--- config.mk ---
export PLATFORM = sky130hd
export DESIGN_NAME = ddr2_rank_dispatcher
export DESIGN_NICKNAME = d
export VERILOG_FILES = /design/src/rtl/ddr2_rank_dispatcher.sv
export SDC_FILE = /design/constraint.sdc
export NUM_CORES = 1
export LEC_CHECK = 0
export CAP_MARGIN = 40
export CORE_ASPECT_RATIO = 1.4
export CORE_UTILIZATION = 35
export DETAILED_ROUTE_END_ITERATION = 6
export HOLD_SLACK_MARGIN = 0.15
export SLEW_MARGIN = 30
export SYNTH_ARGS = -nofsm -noshare
export SYNTH_HDL_FRONTEND = slang
export SYNTH_SLANG_ARGS = --single-unit
--- constraint.sdc ---
create_clock -name CLK -period 5 [get_ports CLK]
set_input_delay 1 -clock CLK [delete_from_list [all_inputs] [get_ports CLK]]
set_output_delay 1 -clock CLK [all_outputs]
set_load 0.005 [all_outputs]
--- src/rtl/ddr2_rank_dispatcher.sv ---
// Multi-rank DDR2 command dispatcher: in-order command queue, per-rank issue, in-order read return.
// Optional per-rank stall counters are enabled with `define DDR2_RANK_STALL_CNT_EN.
module ddr2_rank_dispatcher #(
    parameter int unsigned  HOST_ADDR_WIDTH = 26,
    parameter int unsigned  ADDR_WIDTH      = 25,
    parameter int unsigned  RANK_BITS       = 1,
    parameter int unsigned  DATA_WIDTH      = 64,
    parameter int unsigned  CQ_DEPTH        = 8,
    parameter int unsigned  TAG_DEPTH       = 8,
    parameter logic [2:0]   CMD_READ        = 3'b001,
    localparam int unsigned NUM_RANKS       = 2 ** RANK_BITS
) (
    input  logic                            CLK,
    input  logic                            RESETBAR,
    input  logic [2:0]                      CMD,
    input  logic [1:0]                      SZ,
    input  logic [HOST_ADDR_WIDTH-1:0]      ADDR,
    input  logic                            cmd_put,
    input  logic [DATA_WIDTH-1:0]           DIN,
    input  logic                            put_dataFIFO,
    input  logic                            FETCHING,
    output logic [DATA_WIDTH-1:0]           DOUT,
    output logic [HOST_ADDR_WIDTH-1:0]      RADDR,
    output logic                            VALIDOUT,
    output logic                            NOTFULL,
    output logic                            READY,
    output logic [2:0]                      core_cmd,
    output logic [1:0]                      core_sz,
    output logic [ADDR_WIDTH-1:0]           core_addr,
    output logic [NUM_RANKS-1:0]            core_cmd_put,
    output logic [DATA_WIDTH-1:0]           core_din,
    output logic [NUM_RANKS-1:0]            core_put_data,
    output logic [NUM_RANKS-1:0]            core_fetching,
    input  logic [NUM_RANKS-1:0]            core_ready,
    input  logic [NUM_RANKS-1:0]            core_notfull,
    input  logic [NUM_RANKS-1:0]            core_validout,
    input  logic [NUM_RANKS*DATA_WIDTH-1:0] core_dout,
    input  logic [NUM_RANKS*ADDR_WIDTH-1:0] core_raddr
`ifdef DDR2_RANK_STALL_CNT_EN
    ,
    output logic [NUM_RANKS*16-1:0]         stall_cnt
`endif
);

    localparam int unsigned CQ_AW  = $clog2(CQ_DEPTH);
    localparam int unsigned TAG_AW = $clog2(TAG_DEPTH);

    typedef struct packed {
        logic [2:0]            cmd;
        logic [1:0]            sz;
        logic [RANK_BITS-1:0]  rank;
        logic [ADDR_WIDTH-1:0] addr;
    } cq_entry_t;

    typedef struct packed {
        logic [RANK_BITS-1:0] rank;
        logic [3:0]           beats;
    } tag_entry_t;

    // Command queue
    cq_entry_t          cq_mem [CQ_DEPTH];
    logic [CQ_AW-1:0]   cq_wr_ptr, cq_rd_ptr;
    logic [CQ_AW:0]     cq_cnt, cq_cnt_next;
    logic               notfull_q;
    cq_entry_t          cq_head;
    logic               cq_push, cq_empty, head_is_read, issue_c;

    // Outstanding read tags
    tag_entry_t         tag_mem [TAG_DEPTH];
    logic [TAG_AW-1:0]  tag_wr_ptr, tag_rd_ptr;
    logic [TAG_AW:0]    tag_cnt, tag_cnt_next;
    tag_entry_t         tag_head;
    logic               tag_full, tag_nonempty, tag_push, tag_pop, beat_fire;
    logic [3:0]         beat_cnt, beats_left;
    logic [RANK_BITS-1:0] head_rank;

    assign cq_push      = cmd_put && notfull_q;
    assign cq_empty     = (cq_cnt == '0);
    assign cq_head      = cq_mem[cq_rd_ptr];
    assign head_is_read = (cq_head.cmd == CMD_READ);
    assign issue_c      = !cq_empty && core_ready[cq_head.rank] && core_notfull[cq_head.rank]
                          && (!head_is_read || !tag_full);
    assign NOTFULL      = notfull_q;

    always_comb begin
        cq_cnt_next = cq_cnt;
        case ({cq_push, issue_c})
            2'b10:   cq_cnt_next = cq_cnt + (CQ_AW+1)'(1);
            2'b01:   cq_cnt_next = cq_cnt - (CQ_AW+1)'(1);
            default: cq_cnt_next = cq_cnt;
        endcase
    end

    always_ff @(posedge CLK or negedge RESETBAR) begin
        if (!RESETBAR) begin
            cq_wr_ptr <= '0;
            cq_rd_ptr <= '0;
            cq_cnt    <= '0;
            notfull_q <= 1'b1;
        end else begin
            if (cq_push) cq_wr_ptr <= cq_wr_ptr + CQ_AW'(1);
            if (issue_c) cq_rd_ptr <= cq_rd_ptr + CQ_AW'(1);
            cq_cnt    <= cq_cnt_next;
            notfull_q <= (cq_cnt_next < (CQ_AW+1)'(CQ_DEPTH));
        end
    end

    // Storage needs no reset: occupancy alone decides what is valid
    always_ff @(posedge CLK) begin
        if (cq_push) begin
            cq_mem[cq_wr_ptr] <= '{cmd:  CMD,
                                   sz:   SZ,
                                   rank: ADDR[HOST_ADDR_WIDTH-1 -: RANK_BITS],
                                   addr: ADDR[ADDR_WIDTH-1:0]};
        end
    end

    // Registered command broadcast with one-hot issue strobe
    always_ff @(posedge CLK or negedge RESETBAR) begin
        if (!RESETBAR) begin
            core_cmd     <= '0;
            core_sz      <= '0;
            core_addr    <= '0;
            core_cmd_put <= '0;
        end else begin
            core_cmd_put <= '0;
            if (issue_c) begin
                core_cmd     <= cq_head.cmd;
                core_sz      <= cq_head.sz;
                core_addr    <= cq_head.addr;
                core_cmd_put <= NUM_RANKS'(1) << cq_head.rank;
            end
        end
    end

    assign tag_full     = (tag_cnt == (TAG_AW+1)'(TAG_DEPTH));
    assign tag_nonempty = (tag_cnt != '0);
    assign tag_push     = issue_c && head_is_read;
    assign tag_head     = tag_mem[tag_rd_ptr];
    assign head_rank    = tag_head.rank;
    // A zero counter means the head tag has not started; take its burst length
    assign beats_left   = (beat_cnt == 4'd0) ? tag_head.beats : beat_cnt;
    assign beat_fire    = VALIDOUT && FETCHING;
    assign tag_pop      = beat_fire && (beats_left == 4'd1);

    always_comb begin
        tag_cnt_next = tag_cnt;
        case ({tag_push, tag_pop})
            2'b10:   tag_cnt_next = tag_cnt + (TAG_AW+1)'(1);
            2'b01:   tag_cnt_next = tag_cnt - (TAG_AW+1)'(1);
            default: tag_cnt_next = tag_cnt;
        endcase
    end

    always_ff @(posedge CLK or negedge RESETBAR) begin
        if (!RESETBAR) begin
            tag_wr_ptr <= '0;
            tag_rd_ptr <= '0;
            tag_cnt    <= '0;
            beat_cnt   <= '0;
        end else begin
            if (tag_push) tag_wr_ptr <= tag_wr_ptr + TAG_AW'(1);
            if (tag_pop)  tag_rd_ptr <= tag_rd_ptr + TAG_AW'(1);
            tag_cnt <= tag_cnt_next;
            if (tag_pop)        beat_cnt <= 4'd0;
            else if (beat_fire) beat_cnt <= beats_left - 4'd1;
        end
    end

    always_ff @(posedge CLK) begin
        if (tag_push) begin
            tag_mem[tag_wr_ptr] <= '{rank:  cq_head.rank,
                                     beats: {1'b0, cq_head.sz, 1'b0} + 4'd2};
        end
    end

    // Only the head-tag rank is fetched and forwarded to the host
    assign VALIDOUT      = tag_nonempty && core_validout[head_rank];
    assign DOUT          = core_dout[head_rank*DATA_WIDTH +: DATA_WIDTH];
    assign RADDR         = {head_rank, core_raddr[head_rank*ADDR_WIDTH +: ADDR_WIDTH]};
    assign core_fetching = (FETCHING && tag_nonempty) ? (NUM_RANKS'(1) << head_rank) : '0;

    assign READY         = &core_ready;
    assign core_din      = DIN;
    assign core_put_data = put_dataFIFO ? (NUM_RANKS'(1) << ADDR[HOST_ADDR_WIDTH-1 -: RANK_BITS]) : '0;

`ifdef DDR2_RANK_STALL_CNT_EN
    // Saturating count of cycles the head entry waited on its rank
    logic [NUM_RANKS-1:0][15:0] stall_q;

    always_ff @(posedge CLK or negedge RESETBAR) begin
        if (!RESETBAR) begin
            stall_q <= '0;
        end else begin
            for (int unsigned r = 0; r < NUM_RANKS; r++) begin
                if (!cq_empty && !issue_c && (cq_head.rank == RANK_BITS'(r))
                    && (stall_q[r] != 16'hFFFF)) begin
                    stall_q[r] <= stall_q[r] + 16'd1;
                end
            end
        end
    end

    assign stall_cnt = stall_q;
`endif

endmodule

==> impl_metrics.yaml <==
run_status:
  status: "finished, final reports clean"
route:
  firstDrtPassIters: 5
  post-route-drc-count: 0
  drtAntennaViolNets: 0
  routedWlPerCell_microns: 27.2
  drtIter0Drc: 664
  routed_via_density: 5.06
  dr_total_vias: 9565
  drt-total-wl_microns: 51500
synthesis:
  synth_cell_types: 47
  synthesis.area_sq_um: 14800
  synthCells: 1034
  ys_seq_area_share_pct: 66.6
  synth-main-ff-cell: "edfxtp_1"
  yosys_warnings: 0
  synth-edff-count: 280
  synth-seq-cells: 337
  syn_avg_cell_area_sq_um: 14.3
  async_flop_share_pct: 16.9
  synth.net_count: 1333
timing:
  rsz0062_at_grt: "false"
  fmax_mhz: 229
  setup_viol: 0
  slew_viol_final: 0
  holdWs_ns: 0.397
  min_period_ns: 4.37
  setup_tns_ns: 0
  slew_headroom_pct: 45.7
  tightest_slew_ns: 0.814
  fin_crit_sh_pct: 87.4
  fin_skew_ns: 0.0243
  finalHoldViolCount: 0
power:
  clockPowerShare_pct: 21.3
  leakagePower_nw: 7.17
  intPower_mw: 7.35
  power_frac_seq_pct: 35.3
  p_comb_share_pct: 43.3
  power_density_nw_per_um2: 580
  ir_drop_uv: 399
  p_sw_share_pct: 35.1
  power_mw: 11.3
  p_sw_mw: 3.97
placement:
  dp.final_hpwl_microns: 39100
  post-place-cells: 1827
  gp_congestion: 0.870
  post_dp_cell_area_sq_um: 18500
  portBuffers: 348
worst_setup_path:
  crit_required_ns: 4.00
  cp.arrival_ns: 3.37
  worstSetupStartpointType: "register"
  cp_max_fo: 57
  end_kind: "primary output"
  crit_type: "register to primary output"
die:
  dieWidth_microns: 176
  die_area_sq_um: 43000
  core_sq_um: 41400
  std_cell_rows: 88
  initial_utilization_pct: 35.7
  io_pins: 477
  fp.dieH_microns: 245
global_route:
  grt_overflow_total: 0
  grt_antenna_before_repair: 20
  grt_usage_pct: 23.7
  grt_pass1_wl_microns: 70500
  grt_max_degree: 94
  grt_pass1_vias: 9576
finish:
  syn_to_final_growth_pct: 32.2
  layout.nets: 1624
  final_cells: 1892
  postLayoutCellArea_sq_um: 19500
  drive_gt1_share_pct: 12.7
cts:
  cts_setup_buffers: 0
  cts_root_buf: "clkbuf_16"
  cts_htree_levels: 2
  clkLatencyLatePin_ns: 0.53
  numCtsBuffers: 34
  cts.clk_slew.worst_paths_ns: 0.06
  cts_num_sinks: 337
  cts_tree: "yes"
  clockBufferDepth: 3
  ctsHoldBuffers: 0
  ctsResizeCount: 0
worst_hold_path:
  min_path_type: "input port to asynchronous set/reset pin"
flow_run:
  maxCapViolations: 0
-- placed cells by master, fill, tap and decap left out, types with 3 or more instances in the layout --
cell type	instances
xnor2_1	12
mux4_2	65
nor4_1	3
nor2_4	4
clkinv_2	5
clkbuf_8	4
clkdlybuf4s50_1	341
mux2i_1	42
o21ai_0	6
ha_1	13
clkinv_1	4
edfxtp_1	280
dfrtp_1	53
nor3b_1	4
a21oi_1	31
mux2_2	11
nor3_1	6
nor2_1	39
inv_1	12
and2_1	5
xor2_1	4
clkbuf_16	35
nor3_2	4
nand2b_1	7
buf_4	22
buf_12	3
clkbuf_1	9
nand2_1	278
nand3_1	6
nor4b_1	3
-- area by class of cell --
type                    count  area [sq um]
fillers                  3687         21900
flip-flops and latches    337          9840
multi-input cells         570          4240
repair buffers            369          3650
clock buffers              48           965
well taps                 540           676
clock inverters            13          92.6
inverters                  13          50.0
diodes                      2          5.00
-- through the flow --
stage	setup WS, ns	util (%)
floorplan	0.365	-
global placement	1.04	44.5
detailed placement	1.00	44.6
CTS	0.555	47.1
global route	0.400	47.2
finish	0.632	47.2
-- power groups by stage --
stage | logic [mW] | clock network [mW] | registers (mW)
floorplan | 2.66 | 0 | 3.82
global placement | 4.99 | 0 | 4.05
detailed placement | 5.03 | 0 | 4.07
CTS | 5.04 | 2.47 | 4.01
global route | 5.33 | 2.57 | 4.07
finish | 4.91 | 2.42 | 4.00
-- synthesized netlist by cell type, types with 3 or more instances --
library cell | count | area (sq um)
dfrtp_1 | 56 | 1400
mux4_2 | 65 | 1460
mux2_2 | 11 | 124
mux2i_1 | 42 | 420
nor4b_1 | 3 | 26.3
nor3_1 | 10 | 50.1
xnor2_1 | 12 | 105
a21oi_1 | 31 | 155
buf_2 | 11 | 55.1
ha_1 | 13 | 163
inv_1 | 12 | 45.0
nor4_1 | 4 | 25.0
nand3_1 | 6 | 30.0
o21ai_0 | 6 | 30.0
buf_4 | 69 | 518
xor2_1 | 4 | 35.0
buf_1 | 4 | 15.0
edfxtp_1 | 280 | 8410
nand2_1 | 278 | 1040
nor3b_1 | 4 | 30.0
nor2_1 | 42 | 158
clkbuf_1 | 29 | 109
nand2b_1 | 7 | 43.8
and2_1 | 5 | 31.3
-- flip-flops by register name, indices dropped and copies added, names as in the netlist, named ones only --
register      flops
cq_cnt            3
core_cmd_put      2
tag_cnt           4
cq_mem          248
cq_rd_ptr         3
core_addr        25
cq_wr_ptr         3
core_cmd          3
tag_rd_ptr        3
beat_cnt          4
tag_mem          32
core_sz           2
tag_wr_ptr        3
NOTFULL           1
-- per-layer routing --
metal  up-vias  GRT usage, %  share of wire, %
met5         -             0              0.25
met4        20          6.11               2.3
met3       105          8.49               9.7
met2       382          41.1                51
met1      4807          27.6                37
li1       4251             -                 -
-- path summary, 6_finish.rpt --
kind                                            from                         to  slack [ns]  cells after the start
setup / recovery           tag_rd_ptr[0]$_DFFE_PN0P_                    DOUT[7]        0.63                      8
hold / removal                              RESETBAR  core_addr[13]$_DFFE_PN0N_        0.40                      1
setup reg to reg           tag_rd_ptr[1]$_DFFE_PN0P_     tag_cnt[3]$_DFFE_PN0P_        1.05                     13
hold reg to reg              core_cmd[0]$_DFFE_PN0N_    core_cmd[0]$_DFFE_PN0N_        0.50                      1
max in group asynchronous                   RESETBAR   cq_rd_ptr[0]$_DFFE_PN0N_        3.58                      3
min in group CLK             core_cmd[0]$_DFFE_PN0N_    core_cmd[0]$_DFFE_PN0N_        0.50                      1
-- worst max-delay path: stages, from the launching register on --
cell and delay [ns]:
dfrtp_1 0.70, mux2i_1 0.15, a22oi_1 0.32, o221ai_4 0.18, clkinv_2 0.30, buf_12 0.30, nand2_1 0.13, nand2_1 0.17
clkdlybuf4s50_1 0.56
-- cell families after synthesis --
family,after synthesis,share of synthesized area (%)
fa+ha+maj,15,1.37
flops,337,66.6
compound gates,50,1.97
simple gates,370,10.3
xor+xnor,16,0.949
buf+inv,127,5.13
mux,119,13.7
Note: power is estimated with default switching activity, not from simulation.
